===== src/rtl/led_display_driver_if.sv =====
// Display-side signal bundle for the LED display driver: counter value and
// limit flag in, active-low segment and anode drive out.
interface led_display_driver_if;
  logic [4:0] counter_in;
  logic       check;
  logic [6:0] seg;
  logic [1:0] an;

  modport master (output counter_in, output check, input seg, input an);
  modport slave  (input counter_in, input check, output seg, output an);
endinterface


===== src/rtl/led_display_driver.sv =====
// Two-digit multiplexed common-anode 7-segment driver for a 0..31 counter,
// with leading-zero blanking and blinking while the counter sits at its limit.
module led_display_driver #(
  parameter int REFRESH_DIV = 50000,
  parameter int BLINK_DIV   = 25000000
) (
  input  logic                 clk,
  input  logic                 rst,
  led_display_driver_if.slave  disp
);

  localparam int RW = (REFRESH_DIV > 2) ? $clog2(REFRESH_DIV) : 1;
  localparam int BW = (BLINK_DIV > 2) ? $clog2(BLINK_DIV) : 1;

  logic [4:0]    value_r;
  logic          check_r;
  logic [RW-1:0] refresh_cnt;
  logic          digit_sel;
  logic [BW-1:0] blink_cnt;
  logic          blink_phase;

  logic [1:0]    tens;
  logic [3:0]    units;
  logic [6:0]    seg_next;
  logic [1:0]    an_next;
  logic          refresh_last;
  logic          blink_last;

  function automatic logic [6:0] enc(input logic [3:0] d);
    case (d)
      4'd0:    enc = 7'h40;
      4'd1:    enc = 7'h79;
      4'd2:    enc = 7'h24;
      4'd3:    enc = 7'h30;
      4'd4:    enc = 7'h19;
      4'd5:    enc = 7'h12;
      4'd6:    enc = 7'h02;
      4'd7:    enc = 7'h78;
      4'd8:    enc = 7'h00;
      4'd9:    enc = 7'h10;
      default: enc = 7'h7F;
    endcase
  endfunction

  // Value is at most 31, so a compare ladder replaces a real divider.
  always_comb begin
    tens  = 2'd0;
    units = value_r[3:0];
    if (value_r >= 5'd30) begin
      tens  = 2'd3;
      units = 4'(value_r - 5'd30);
    end else if (value_r >= 5'd20) begin
      tens  = 2'd2;
      units = 4'(value_r - 5'd20);
    end else if (value_r >= 5'd10) begin
      tens  = 2'd1;
      units = 4'(value_r - 5'd10);
    end
  end

  assign refresh_last = (refresh_cnt == RW'(REFRESH_DIV - 1));
  assign blink_last   = (blink_cnt == BW'(BLINK_DIV - 1));

  always_comb begin
    seg_next = 7'h7F;
    an_next  = 2'b11;
    if (!blink_phase) begin
      if (!digit_sel) begin
        an_next  = 2'b10;
        seg_next = enc(units);
      end else if (tens != 2'd0) begin
        an_next  = 2'b01;
        seg_next = enc({2'b00, tens});
      end
    end
  end

  always_ff @(posedge clk or posedge rst) begin
    if (rst) begin
      value_r     <= '0;
      check_r     <= 1'b0;
      refresh_cnt <= '0;
      digit_sel   <= 1'b0;
      blink_cnt   <= '0;
      blink_phase <= 1'b0;
      disp.seg    <= 7'h7F;
      disp.an     <= 2'b11;
    end else begin
      value_r <= disp.counter_in;
      check_r <= disp.check;

      if (refresh_last) begin
        refresh_cnt <= '0;
        digit_sel   <= ~digit_sel;
      end else begin
        refresh_cnt <= refresh_cnt + 1'b1;
      end

      // Dropping the limit flag snaps the display back on immediately.
      if (!check_r) begin
        blink_cnt   <= '0;
        blink_phase <= 1'b0;
      end else if (blink_last) begin
        blink_cnt   <= '0;
        blink_phase <= ~blink_phase;
      end else begin
        blink_cnt <= blink_cnt + 1'b1;
      end

      disp.seg <= seg_next;
      disp.an  <= an_next;
    end
  end

endmodule


===== src/flat_wrapper.sv =====
// flat-port wrapper written by rule: the top's interface ports become plain ports
module led_display_driver_flat 
#(
  parameter int REFRESH_DIV = 50000,
  parameter int BLINK_DIV   = 25000000
)
  (clk, rst, disp_counter_in, disp_check, disp_seg, disp_an);
  led_display_driver_if disp_i ();
  input  logic clk;
  input  logic rst;
  input wire logic [$bits(disp_i.counter_in)-1:0] disp_counter_in;
  input wire logic [$bits(disp_i.check)-1:0] disp_check;
  output wire logic [$bits(disp_i.seg)-1:0] disp_seg;
  output wire logic [$bits(disp_i.an)-1:0] disp_an;
  assign disp_i.counter_in = disp_counter_in;
  assign disp_i.check = disp_check;
  assign disp_seg = disp_i.seg;
  assign disp_an = disp_i.an;
  led_display_driver #(.REFRESH_DIV(REFRESH_DIV), .BLINK_DIV(BLINK_DIV)) u_core (.clk(clk), .rst(rst), .disp(disp_i));
endmodule

===== config.mk =====
export PLATFORM = sky130hd
export DESIGN_NAME = led_display_driver_flat
export DESIGN_NICKNAME = d
export VERILOG_FILES = /design/src/rtl/led_display_driver_if.sv /design/src/rtl/led_display_driver.sv /design/src/flat_wrapper.sv
export SDC_FILE = /design/constraint.sdc
export NUM_CORES = 1
export LEC_CHECK = 0
export CORE_MARGIN = 8
export CORE_UTILIZATION = 65
export DETAILED_ROUTE_END_ITERATION = 6
export DONT_BUFFER_PORTS = 1
export GPL_TIMING_DRIVEN = 0
export PLACE_DENSITY = 0.81
export RECOVER_POWER = 50
export SYNTH_ARGS = -nofsm -noshare
export SYNTH_HDL_FRONTEND = slang
export SYNTH_SLANG_ARGS = --single-unit

===== constraint.sdc =====
create_clock -name clk -period 6.8 [get_ports clk]
set_input_delay 0.68 -clock clk [delete_from_list [all_inputs] [get_ports clk]]
set_output_delay 0.68 -clock clk [all_outputs]
set_load 0.01 [all_outputs]

# [Word level (Yosys, flattened, before mapping)]
# Memory sizes are Yosys's and may differ from the RTL's.
# Index checks and enable logic that the tools add are counted.
[totals] regBits=58 romBits=112 inputBits=8 wordCells=45 mem_count=1
[op_classes] add_sub_neg=5 order_cmp=3 n_eq_ne=6 n_mux=18 bitwise=2 n_reduce_logical=2
[mem_list] memory="(no name shown)" words=16 width=7 rd=1 rd_clocked_by_memory_dff=0 wr=0 line="led_display_driver.sv:30" source="case (d)"
[op_table] operator="25-bit 2-to-1 mux" n=2
[op_table] operator="7-bit case mux with 4 select lines" n=1
[op_table] operator="25-bit by 1-bit adder with 25-bit output (second input constant)" n=1
[op_table] operator="25-bit == test (second input constant)" n=1
[op_table] operator="7-bit 2-to-1 mux" n=3
[op_table] operator="16-bit by 1-bit adder with 16-bit output (second input constant)" n=1
[op_table] operator="16-bit == test (second input constant)" n=1
[op_table] operator="16-bit 2-to-1 mux" n=1
[op_table] operator="4-bit 2-to-1 mux" n=3
[op_table] operator="5-bit >= comparator (second input constant)" n=2
[op_table] operator="2-bit 2-to-1 mux" n=5
[op_table] operator="4-bit subtractor (second input constant)" n=2
[op_table] operator="5-bit by 4-bit >= comparator with 1-bit output (second input constant)" n=1
[op_table] operator="2-bit == test (second input constant)" n=2
[op_table] operator="4-bit by 3-bit subtractor with 4-bit output (second input constant)" n=1
[op_table] operator="1-bit 2-to-1 mux" n=3
[op_table] operator="2-bit by 1-bit == test with 1-bit output (second input constant)" n=1
[op_table] operator="2-bit zero test" n=1
[op_table] operator="2-bit inequality test (second input constant)" n=1
[op_table] operator="1-bit inverter" n=2
[op_table] operator="2-bit nonzero test" n=1

# [Depth between registers and ports, before layout]
[depth] depth_word=9 mapped_depth=12

# [Worst setup path after synthesis]
# No wires, ideal clock.
[synth_path] kind="register to register" start="register u_core.value_r[1]" end="register u_core.disp.seg[3]" arrival_ns=2.299 required_ns=6.709 setup_slack_ns=4.410 path_stages_with_launch=13 path_buffers=0 cell_sequence="dfrtp_1 -> inv_1 -> ha_1 -> nor2b_2 -> o31ai_4 -> o22a_2 -> xnor2_2 -> inv_2 -> ha_1 -> inv_1 -> a211oi_1 -> a211oi_1 -> o31ai_1"
[synth_via] elab_chain_cells=9 word_cells_on_any_way=22
[synth_lines] element="start: declaration" line="led_display_driver.sv:15" source="logic [4:0] value_r;"
[synth_lines] element="start signal: assignment" line="led_display_driver.sv:89" source="value_r <= disp.counter_in;"
[synth_lines] element="5-bit by 4-bit >= comparator with 1-bit output" line="led_display_driver.sv:55" source="end else if (value_r >= 5'd10) begin"
[synth_lines] element="1-bit 2-to-1 mux" line="led_display_driver.sv:55"
[synth_lines] element="2-bit 2-to-1 mux" line="led_display_driver.sv:52" source="end else if (value_r >= 5'd20) begin"
[synth_lines] element="2-bit 2-to-1 mux" line="led_display_driver.sv:49" source="if (value_r >= 5'd30) begin"
[synth_lines] element="2-bit == test (tied with other cells)" line="led_display_driver.sv:30"
[synth_lines] element="7-bit case mux with 4 select lines" line="led_display_driver.sv:30"
[synth_lines] element="7-bit 2-to-1 mux" line="led_display_driver.sv:71" source="end else if (tens != 2'd0) begin"
[synth_lines] element="7-bit 2-to-1 mux (*)" line="led_display_driver.sv:68" source="if (!digit_sel) begin"
[synth_lines] element="7-bit 2-to-1 mux (*)" line="led_display_driver.sv:67" source="if (!blink_phase) begin"
[synth_lines] element="via u_core.seg_next[3]" line="led_display_driver.sv:24" source="logic [6:0] seg_next;"
[synth_lines] element="end signal: assignment" line="led_display_driver.sv:110" source="disp.seg <= seg_next;"
[synth_lines] element="end: declaration" line="led_display_driver_if.sv:10" source="modport slave (input counter_in, input check, output seg, output an);"
# Mark *: on every way through the listed nets, which the timed path passes. The rest lies on a longest branch. The select of a mux whose other input is x is not followed.
# A chain may end at the register's enable or synchronous reset.

# [Worst setup path in the final report]
[layout_path] start="register u_core.value_r[2]" end="register u_core.disp.seg[3]"
# The elaborated chain is that of the path after synthesis.

==> impl_results.rst <==
.. list-table::
   :header-rows: 1

   * - Metric
     - Value
   * - Io pins
     - 17
   * - Switching power summed over all nets
     - 0.189 mW
   * - Maximum number of pins on one net before global-route repair
     - 42
   * - Overall via count from detail_route
     - 2108
   * - Pre-CTS setup slack
     - 4.10 ns
   * - Top cell type by total area after synthesis
     - dfrtp_1
   * - Post-Synthesis Mean Instance Area
     - 10.5 sq um
   * - Floorplan row count
     - 24
   * - Placer's final routability congestion estimate
     - 0.813
   * - Setup TNS
     - 0 ns
   * - Final period demand of the worst path
     - 2.82 ns
   * - Result of the run
     - finished with violations
   * - Transition time at the pin with the least slew margin
     - 2.09 ns
   * - Power per cell area
     - 264 nW/um^2
   * - Maximum count of clock buffers along a single path
     - 2
   * - Data required time at the worst endpoint
     - 7.03 ns
   * - Warning count from the yosys run
     - 0
   * - Number of gates given a new drive strength after cts
     - 0
   * - Clock transition at path regs
     - 0.07 ns
   * - DRT Wirelength
     - 5.60 mm
   * - Post-synthesis cell area
     - 3010 sq um
   * - P_leak
     - 1.48 nW
   * - Grt total ovfl
     - 0
   * - # diodes
     - 0
   * - Clock tree from TritonCTS
     - yes
   * - Sequential share of power
     - 42.4%
   * - Clock Sink Count
     - 58
   * - Die boundary width
     - 84.0 microns
   * - CP Data Arrival Time
     - 3.05 ns
   * - Placed standard-cell area
     - 3090 sq um
   * - Final critical-path share of the clock period
     - 41.5%
   * - Number of cells in the design after placement
     - 340
   * - Level count of the clock H-tree
     - 3
   * - Violations in the final reports
     - capacitance limit, slew limit
   * - Detailed router's first-iteration violation count
     - 97
   * - Most frequently used flop master after synthesis
     - dfrtp_1
   * - Post CTS Setup Buffer Count
     - 0
   * - Achievable clock frequency
     - 0.355 GHz
   * - Share of total power consumed by net switching
     - 21.3%
   * - Total number of nets in the final design
     - 316
   * - Share of the synthesized area in the top cell type
     - 40.7%
   * - Routed via count divided by cell count
     - 5.92
   * - Crit-path slowest cell
     - dfrtp_1
   * - Signed area change from the synthesized netlist to the final layout
     - 11.8%
   * - Final Instance Count excl. Fillers
     - 356
   * - Most repeated cell in the gate-level netlist after synthesis
     - dfrtp_1
   * - Starting Density
     - 68.2%
   * - Fraction of the yosys area taken by sequential cells
     - 48.6%
   * - Final routed DRC violation total
     - 0
   * - Synthesized netlist net count
     - 304
   * - Synth top cells by count
     - dfrtp_1, nor2_1, xnor2_1, xor2_1, nand2_1
   * - Maximum fanout encountered on the critical timing path
     - 9
   * - Std-Cell Core Area
     - 4410 sq um
   * - First-pass detailed-route iteration total
     - 5
   * - Port Buffers
     - 0
   * - Slew Limit Headroom
     - -39.4%
   * - Setup skew after layout
     - 0.0105 ns
   * - Top post-synthesis cells by area
     - dfrtp_1, dfstp_2, xnor2_1, nor2_1, xor2_1
   * - Fraction of layout cells with a size suffix above 1
     - 18.4%
   * - Capturing element type of the critical path
     - flip-flop
   * - Yosys reg bits
     - 58
   * - Proportion of power drawn by the clock network
     - 50.4%
   * - Total setup violations reported at the end of the flow
     - 0
   * - Number of synthesized flops with an enable pin
     - 0
   * - DIE AREA
     - 7060 sq um
   * - Peak per-stage delay on the critical path
     - 0.59 ns
   * - Ys async rst share
     - 100%
   * - Cell-by-cell listing of the critical path
     - ha_1 -> nor2b_2 -> o31ai_4 -> o22a_2 -> xnor2_2 -> inv_2 -> ha_1 -> inv_1 -> a211oi_1 -> a211oi_1 -> o31ai_1
   * - Worst min-delay path category
     - primary input to asynchronous set/reset pin
   * - Final Cell Area
     - 3360 sq um
   * - Fraction of power consumed by combinational cells
     - 7.2%
   * - Die boundary height
     - 84.0 microns
   * - Post-CTS Hold Fix Bufs
     - 0
   * - Worst-skew pair later-pin latency
     - 0.35 ns
   * - Internal Power
     - 0.697 mW
   * - Worst hold-check slack
     - 0.310 ns
   * - DR WL/cell
     - 15.7 microns
   * - Remaining antenna violation count after routing
     - 0
   * - Class of the most critical setup path
     - flip-flop to flip-flop
   * - Worst Slack Setup Final
     - 3.98 ns
   * - Buffer cell driving the clock tree root
     - clkbuf_8
   * - First-pass GRT wire length
     - 9.64 mm
   * - Maximum resistive drop on vdd
     - 0.000221 V
   * - Vias in the first global route
     - 2063
   * - Final HPWL DP
     - 3.86 mm
   * - CTS buffer count
     - 9
   * - Endpoints failing hold
     - 0
   * - Cells after Synth
     - 287
   * - Count of distinct cell types in the synthesized netlist
     - 59
   * - All-Layer GR Usage
     - 17.0%
   * - Antenna violations before repair
     - 0
   * - Unrepaired setup endpoints after global routing
     - no
   * - Max-cap violation count
     - 1
   * - Critical path launch point type
     - flip-flop
   * - Final max-slew violation count
     - 42
   * - Setup slack, reg-to-reg
     - 3.98 ns
==> through the flow <==
stage	total power, mW	utilization (%)
after floorplan	0.431	-
after global placement	0.442	69.6
after detailed placement	0.447	70.1
after CTS	0.894	76.6
after global routing	0.914	76.2
final	0.886	76.2
==> flip-flops by register name, indices dropped and copies added, names as in the netlist <==
register and flops:
u_core.blink_cnt 25, u_core.refresh_cnt 16, u_core.disp.seg 7, u_core.value_r 5, u_core.disp.an 2, u_core.blink_phase 1
u_core.check_r 1, u_core.digit_sel 1
==> cell usage in the layout, fill, tap and decap left out, types with 3 or more instances in the layout <==
master     synthesis  layout
a211oi_1           3       3
a211oi_2           3       3
a21oi_1            5       5
and2_1             3       3
and3_1             8       8
buf_2              3       3
bufinv_16          0       4
clkbuf_8           0      12
dfrtp_1           49      49
dfstp_2            9       9
ha_1               9       9
inv_1             13      13
nand2_1           17      17
nand3_1           15      15
nand4_1            9       9
nor2_1            44      44
nor3_1             6       6
o21ai_0            3       3
xnor2_1           20      20
xor2_1            18      18
==> final cells by class <==
type	instances	area, sq um
clock inverter	4	120
multi-input combinational	209	1460
tap	52	65.1
timing repair buffer	1	3.75
fill	281	1050
buffer	6	33.8
sequential	58	1460
clock buffer	12	165
inverter	14	52.6
==> final timing paths <==
kind | end | depth (start not counted) | from
worst max-delay path | u_core.disp.seg[3] | 11 | u_core.value_r[2]
worst min-delay path | u_core.refresh_cnt[7] | 1 | rst
worst max register to register | u_core.disp.seg[3] | 11 | u_core.value_r[2]
worst min register to register | u_core.refresh_cnt[0] | 1 | u_core.refresh_cnt[0]
max in group asynchronous | u_core.refresh_cnt[13] | 2 | rst
min in group clk | u_core.check_r | 0 | disp_check
==> cell families after synthesis <==
logic type | Yosys count | share of synthesized area [%]
flip-flops | 58 | 48.6
buffers and inverters | 20 | 2.87
AND/OR/NAND/NOR | 122 | 21.6
XOR/XNOR | 39 | 11.6
adder cells (fa/ha/maj) | 9 | 3.74
AO/OA/AOI/OAI | 37 | 10.9
multiplexers | 2 | 0.665
==> critical path, delay by kind of cell, from the launching register on <==
family          cells  cell delay [ns]
flops               1             0.59
buf+inv             2             0.18
simple gates        1             0.25
compound gates      5             0.95
xor+xnor            1             0.25
fa+ha+maj           2             0.51
==> power by group through the flow <==
stage	logic [mW]	registers, mW	clock network (mW)
global route	0.0699	0.378	0.467
global placement	0.0601	0.382	0
CTS	0.0649	0.377	0.453
floorplan	0.0512	0.380	0
finish	0.0639	0.376	0.446
detailed placement	0.0637	0.383	0
==> metal layers <==
metal  up-vias  routed length [microns]  GRT usage [%]
li1       1024                        -              -
met1      1023                     2660           20.7
met2        50                     2550           25.8
met3        11                      292           6.93
met4         0                       98           6.91
met5         -                        0              0
Note: power is estimated with default switching activity, not from simulation.
